[config.mk]
export PLATFORM = sky130hd
export DESIGN_NAME = inst_fetch
export DESIGN_NICKNAME = d
export VERILOG_FILES = /design/src/rtl/inst_fetch_pkg.sv /design/src/rtl/inst_fetch_icache.sv /design/src/rtl/inst_fetch.sv
export SDC_FILE = /design/constraint.sdc
export NUM_CORES = 2
export LEC_CHECK = 0
export BUFFER_PORTS_ARGS = -buffer_cell sky130_fd_sc_hd__clkbuf_2
export CORE_ASPECT_RATIO = 0.8
export CORE_MARGIN = 5
export CORE_UTILIZATION = 40
export CTS_CLUSTER_SIZE = 24
export DETAILED_ROUTE_END_ITERATION = 12
export GPL_TIMING_DRIVEN = 0
export PLACE_DENSITY = 0.62
export RECOVER_POWER = 50
export SYNTH_ARGS = -nofsm -noshare
export SYNTH_HDL_FRONTEND = slang
export SYNTH_SLANG_ARGS = --single-unit
[constraint.sdc]
create_clock -name clk -period 7.4 [get_ports clk]
set_input_delay 0.37 -clock clk [delete_from_list [all_inputs] [get_ports clk]]
set_output_delay 0.37 -clock clk [all_outputs]
set_load 0.005 [all_outputs]
[src/rtl/inst_fetch_pkg.sv]
// Shared definitions for the instruction-fetch stage.
//   InstAddrBus / InstBus : address and instruction widths
//   rst_enable            : active level of the synchronous reset
//   fetch_state_e         : FSM state encodings
//   CACHE_IDX_W_DEF       : default log2 of instruction-cache entries
package inst_fetch_pkg;

  localparam int   InstAddrBus     = 32;
  localparam int   InstBus         = 32;
  localparam logic rst_enable      = 1'b1;
  localparam int   CACHE_IDX_W_DEF = 6;

  typedef enum logic [1:0] {
    ST_IDLE = 2'd0,
    ST_MISS = 2'd1,
    ST_HOLD = 2'd2
  } fetch_state_e;

  // Fetch addresses are word aligned; the two low PC bits carry no meaning.
  function automatic logic [InstAddrBus-1:0] align_pc(input logic [InstAddrBus-1:0] pc);
    return pc & ~(InstAddrBus'(3));
  endfunction

endpackage

[src/rtl/inst_fetch_icache.sv]
// Direct-mapped instruction cache, one 32-bit instruction per line.
// Ports:
//   clk, rst          : clock, synchronous active-high reset (clears valid bits)
//   rd_idx, rd_tag    : lookup index/tag (combinational read)
//   hit, rd_data      : lookup result
//   wr_en, wr_idx,
//   wr_tag, wr_data   : synchronous line fill
// A write and a read of the same index in one cycle returns the old line.
module icache_dm
  import inst_fetch_pkg::*;
#(
  parameter int CACHE_IDX_W = CACHE_IDX_W_DEF,
  localparam int TAG_W      = InstAddrBus - CACHE_IDX_W - 2
) (
  input  logic                   clk,
  input  logic                   rst,
  input  logic [CACHE_IDX_W-1:0] rd_idx,
  input  logic [TAG_W-1:0]       rd_tag,
  output logic                   hit,
  output logic [InstBus-1:0]     rd_data,
  input  logic                   wr_en,
  input  logic [CACHE_IDX_W-1:0] wr_idx,
  input  logic [TAG_W-1:0]       wr_tag,
  input  logic [InstBus-1:0]     wr_data
);

  localparam int ENTRIES = 1 << CACHE_IDX_W;

  logic [TAG_W-1:0]   tag_mem  [ENTRIES];
  logic [InstBus-1:0] data_mem [ENTRIES];
  logic [ENTRIES-1:0] valid_bits;

  always_ff @(posedge clk) begin
    if (rst == rst_enable) begin
      valid_bits <= '0;
    end else if (wr_en) begin
      valid_bits[wr_idx] <= 1'b1;
    end
  end

  // Tag/data need no reset: a line is only trusted once its valid bit is set.
  always_ff @(posedge clk) begin
    if (wr_en) begin
      tag_mem[wr_idx]  <= wr_tag;
      data_mem[wr_idx] <= wr_data;
    end
  end

  assign hit     = valid_bits[rd_idx] && (tag_mem[rd_idx] == rd_tag);
  assign rd_data = data_mem[rd_idx];

endmodule

[src/rtl/inst_fetch.sv]
// Instruction-fetch stage: cache lookup, byte-wise miss fill, decode handoff.
// Ports:
//   clk, rst              : clock, synchronous active-high reset
//   pc_in, pc_valid       : fetch address and its qualifier from the PC register
//   jump_flush            : execute redirect, aborts anything in flight
//   id_stall              : decode cannot accept; outputs hold
//   stall_req             : freezes the PC register while a miss is filling
//   mem_req, mem_addr     : byte read request to the memory controller
//   mem_ready, mem_byte   : one-cycle byte return
//   inst_valid, inst_out,
//   inst_pc               : instruction handed to decode
//
// state   | meaning
// IDLE    | accept a PC; hits are returned next cycle
// MISS    | fetch four bytes of the latched PC, lane cnt at a time
// HOLD    | present the filled word; leave once decode is not stalled
module inst_fetch
  import inst_fetch_pkg::*;
#(
  parameter int CACHE_IDX_W = CACHE_IDX_W_DEF
) (
  input  logic                   clk,
  input  logic                   rst,
  input  logic [InstAddrBus-1:0] pc_in,
  input  logic                   pc_valid,
  input  logic                   jump_flush,
  input  logic                   id_stall,
  output logic                   stall_req,
  output logic                   mem_req,
  output logic [InstAddrBus-1:0] mem_addr,
  input  logic                   mem_ready,
  input  logic [7:0]             mem_byte,
  output logic                   inst_valid,
  output logic [InstBus-1:0]     inst_out,
  output logic [InstAddrBus-1:0] inst_pc
);

  localparam int TAG_W = InstAddrBus - CACHE_IDX_W - 2;

  fetch_state_e           state, state_nxt;
  logic [1:0]             cnt;
  logic [InstAddrBus-1:0] pc_lat;
  logic [InstBus-1:0]     asm_word;
  logic [InstBus-1:0]     fill_word;
  logic                   cache_hit;
  logic [InstBus-1:0]     cache_data;
  logic                   cache_we;

  logic load_hit, start_miss, take_byte, load_fill, load_asm, clr_valid;

  icache_dm #(.CACHE_IDX_W(CACHE_IDX_W)) u_icache (
    .clk     (clk),
    .rst     (rst),
    .rd_idx  (pc_in[CACHE_IDX_W+1:2]),
    .rd_tag  (pc_in[InstAddrBus-1:CACHE_IDX_W+2]),
    .hit     (cache_hit),
    .rd_data (cache_data),
    .wr_en   (cache_we),
    .wr_idx  (pc_lat[CACHE_IDX_W+1:2]),
    .wr_tag  (pc_lat[InstAddrBus-1:CACHE_IDX_W+2]),
    .wr_data (fill_word)
  );

  // The last byte goes straight into the cache line and the output together.
  assign fill_word = {mem_byte, asm_word[23:0]};

  always_ff @(posedge clk) begin
    if (rst == rst_enable) state <= ST_IDLE;
    else                   state <= state_nxt;
  end

  always_comb begin
    state_nxt  = state;
    load_hit   = 1'b0;
    start_miss = 1'b0;
    take_byte  = 1'b0;
    load_fill  = 1'b0;
    load_asm   = 1'b0;
    clr_valid  = 1'b0;
    stall_req  = (state == ST_MISS);
    mem_req    = (state == ST_MISS);
    mem_addr   = (state == ST_MISS) ? pc_lat + {30'b0, cnt} : '0;

    if (jump_flush) begin
      state_nxt = ST_IDLE;
      clr_valid = 1'b1;
    end else begin
      case (state)
        ST_IDLE: begin
          if (!id_stall) begin
            if (pc_valid && cache_hit) begin
              load_hit = 1'b1;
            end else begin
              clr_valid = 1'b1;
              if (pc_valid) begin
                start_miss = 1'b1;
                state_nxt  = ST_MISS;
              end
            end
          end
        end
        ST_MISS: begin
          if (mem_ready) begin
            take_byte = 1'b1;
            if (cnt == 2'd3) begin
              state_nxt = ST_HOLD;
              load_fill = !id_stall;
            end
          end
        end
        ST_HOLD: begin
          // inst_valid is low throughout MISS, so a low value here means the
          // fill completed under a decode stall and has not been shown yet.
          if (!id_stall) begin
            if (inst_valid) begin
              clr_valid = 1'b1;
              state_nxt = ST_IDLE;
            end else begin
              load_asm = 1'b1;
            end
          end
        end
        default: state_nxt = ST_IDLE;
      endcase
    end
  end

  assign cache_we = take_byte && (cnt == 2'd3) && (rst != rst_enable);

  always_ff @(posedge clk) begin
    if (rst == rst_enable) begin
      cnt        <= '0;
      pc_lat     <= '0;
      asm_word   <= '0;
      inst_valid <= 1'b0;
      inst_out   <= '0;
      inst_pc    <= '0;
    end else begin
      if (start_miss) begin
        pc_lat <= align_pc(pc_in);
        cnt    <= '0;
      end
      if (take_byte) begin
        asm_word[{cnt, 3'b000} +: 8] <= mem_byte;
        cnt                          <= cnt + 2'd1;
      end
      if (load_hit) begin
        inst_valid <= 1'b1;
        inst_out   <= cache_data;
        inst_pc    <= align_pc(pc_in);
      end else if (load_fill) begin
        inst_valid <= 1'b1;
        inst_out   <= fill_word;
        inst_pc    <= pc_lat;
      end else if (load_asm) begin
        inst_valid <= 1'b1;
        inst_out   <= asm_word;
        inst_pc    <= pc_lat;
      end else if (clr_valid) begin
        inst_valid <= 1'b0;
      end
    end
  end

endmodule

==> impl_metrics.toml <==
[outcome]
status = "finished with violations"
failed_checks = "max-capacitance violations, max-slew violations"

[critical_path]
end_kind = "register"
rr_worst_depth = 14
rrSetupSlack_ns = 1.70
crit_end = "inst_pc[5]$_SDFFE_PP0P_"
arrival_ns = 7.72
r2r-start = "u_icache.tag_mem[63][17]$_DFFE_PP_"
critPathMaxFanout = 10
timing.critical_path.required_ns = 8.21
critPathKind = "input port to register"
timing.rr.end = "inst_pc[5]$_SDFFE_PP0P_"
start_kind = "input port"
cp-startpoint = "pc_in[5]"

[global_route]
antenna_found_initial = 43
grt_max_degree = 70
grt.total_usage = 0.268
grt_pass1_vias = 77000
overflow = 0
grt_pass1_wl_um = 686000

[yosys]
synth_compound_area_frac = 0.0233
synth_top_cell_by_area = "edfxtp_1"
synth_edf_count = 3584
synth-xor-area-share = 0.00168
synth_top_family_by_area = "multiplexers"
synth-adder-area-share = 0.000515
avgSynthCellArea_um2 = 21.9
synth.area.top_cells = "edfxtp_1 74%, mux4_2 16%, dfxtp_1 2.6%"
ys_async_sr_fraction = 0
yosys_warnings = 0
yosys_register_bits = 3777
synth_area_um2 = 146000
muxShareOfSynthArea = 0.171
synth_cell_types = 73
ys.flop_type = "edfxtp_1"
synth_top_area_frac = 0.738
netlist_instances = 6663
ys_seq_area_frac = 0.764
synth_simple_gate_area_frac = 0.0260

[timing]
maxSlewHeadroom = -1.62
setup_viol = 0
fin_ws_ns = 0.484
period_share = 0.935
setup_tns_ns = 0
fin_worst_skew_ns = 0.0879
min_period_ns = 6.92
finalHoldViolations = 0
slew_viol_final = 3120
max_freq_ghz = 0.145
rsz0062_at_grt = "no"
whs_ns = 0.0891
worst_pin_slew_ns = 3.93

[clock_tree]
clk_path_buf_depth = 4
clkSinkCount = 3777
cts_tree = "built"
path_clk_slew_ns = 0.07
cts_inserted_buffers = 354
clockRootBuffer = "clkbuf_16"
clk_latency_ns = 0.96
cts.htree.levels = 5

[job]
cap_violations = 66

[floorplan]
ios = 145
rows = 198
die_w_um = 685
start_util = 0.401
die_y_um = 550
coreArea_um2 = 363000
dieArea_um2 = 377000

[detailed_routing]
ant_nets = 0
drtPass1Iterations = 10
vias_per_cell = 6.46
initialDrtViolationCount = 15800
wl_per_cell_um = 41.1
dr_total_vias = 81100
routed_wl_um = 516000
drc = 0

[finish]
fin_util = 0.466
syn2layout_area_growth_pct = 16.2
layout_commonest_cell = "edfxtp_1"
drive_gt1_frac = 0.271
final_cell_mix = "3584 x edfxtp_1, 1025 x mux4_2, 392 x clkbuf_1"
final_net_count = 7515

[min_path]
min_path_type = "input port to register"
hold_start = "pc_in[18]"
hold_depth = 4

[placement]
routabilityCongestion = 0.919
pre_cts_ws_ns = -0.655
port_buffers = 135
dp_hpwl_um = 349000

[power]
p_leak_nw = 52.3
power_density_nw_per_um2 = 255
peakVddDrop_mv = 0.220
total_power_w = 0.0431
-- Yosys cell counts (6+ instances only) --
cell          n
nand2_1     158
xnor2_1      18
buf_6         6
or3_1         7
a32oi_1      12
a211oi_1      8
edfxtp_1   3584
o211ai_1     40
o21ba_2      10
buf_2       124
and2_1       44
ha_1          6
a22oi_1      76
nand4b_1     46
inv_1        33
nor2b_1      45
o22ai_1      48
clkbuf_1    208
nor3b_1       8
mux4_2     1025
nand3b_1      8
o31ai_1      65
mux2i_1     166
a221oi_1     19
o2111ai_1     8
xor2_1       10
o21ai_0      17
a31oi_1       7
nand4_1      11
nor3_1       13
nor2_1      238
nor4_1        8
a22o_1       12
and3b_1       6
dfxtp_1     193
buf_4        35
a311oi_1     12
buf_1        30
and3_1       17
nand3_1     110
a21oi_1      59
o32a_1       24
nand2b_1      9
mux2_2       11
-- sequential cells by signal (all words and copies together), names as in the netlist --
| name | count |
|---|---|
| inst_pc | 30 |
| cnt | 2 |
| u_icache.data_mem | 2048 |
| state | 2 |
| pc_lat | 30 |
| inst_valid | 1 |
| u_icache.tag_mem | 1536 |
| asm_word | 32 |
| inst_out | 32 |
| u_icache.valid_bits | 64 |
-- cell families after synthesis --
| family | after synthesis |
|---|---|
| XOR/XNOR | 28 |
| AO/OA/AOI/OAI | 455 |
| other | 1 |
| multiplexers | 1202 |
| flip-flops | 3777 |
| AND/OR/NAND/NOR | 754 |
| adder cells (fa/ha/maj) | 6 |
| buffers and inverters | 440 |
-- repair_timing --
item                                   CTS  global route
endpoints found under the hold margin   16             0
setup endpoints to repair                0             1
buffers inserted                         0             3
hold buffers                            12             0
gates resized for setup                  0             2
-- cell type report --
class                      instances  area [µm²]
sequential                      3777      111000
timing repair buffer             443        6100
antenna                           29        72.6
clock inverter                   177        1660
clock buffer                     439        9330
multi-input combinational       2447       32800
tap                             4800        6010
fill                           29500      194000
inverter                          37         139
buffer                           403        1860
-- worst max-delay path, cell delays in order --
cell and delay, ns:
clkbuf_2 0.15, buf_2 0.25, clkbuf_1 0.45, clkdlybuf4s15_1 1.05
clkbuf_1 0.95, nor2_1 0.45, a22o_1 0.30, nor2_1 0.50
o22ai_1 0.17, a2111oi_0 1.04, nand4_1 0.28, a2111oi_4 0.40
buf_12 0.19, buf_4 0.19, buf_2 0.28, buf_4 0.25
nand3_1 0.21, o31ai_1 0.17
-- through the flow --
stage | instance area [µm²] | instances
after floorplan | 146000 | 6664
after global placement | 153000 | 11600
after detailed placement | 159000 | 11900
after CTS | 170000 | 12500
after global routing | 169000 | 12500
final | 169000 | 12600
-- worst min-delay path by stage --
stage	to
final	inst_pc[18]$_SDFFE_PP0P_
after global routing	inst_pc[27]$_SDFFE_PP0P_
after CTS	u_icache.data_mem[43][30]$_DFFE_PP_
after detailed placement	asm_word[24]$_SDFFE_PP0P_
after global placement	asm_word[29]$_SDFFE_PP0P_
after floorplan	asm_word[24]$_SDFFE_PP0P_
-- power breakdown --
part / internal [W] / total, W / switching, W
sequential: 0.0233 / 0.0233 / 0.0000518
combinational: 0.000593 / 0.00191 / 0.00132
clock: 0.00985 / 0.0179 / 0.00804
total: 0.0337 / 0.0431 / 0.00941
-- metal layers --
metal	part of all wire	wire, µm	GRT usage
met2	0.44	225000	0.394
met3	0.14	70500	0.0825
met4	0.071	36600	0.151
met5	0.00031	160	0.000249
met1	0.36	183000	0.356
(Power assumes the default switching activity.)
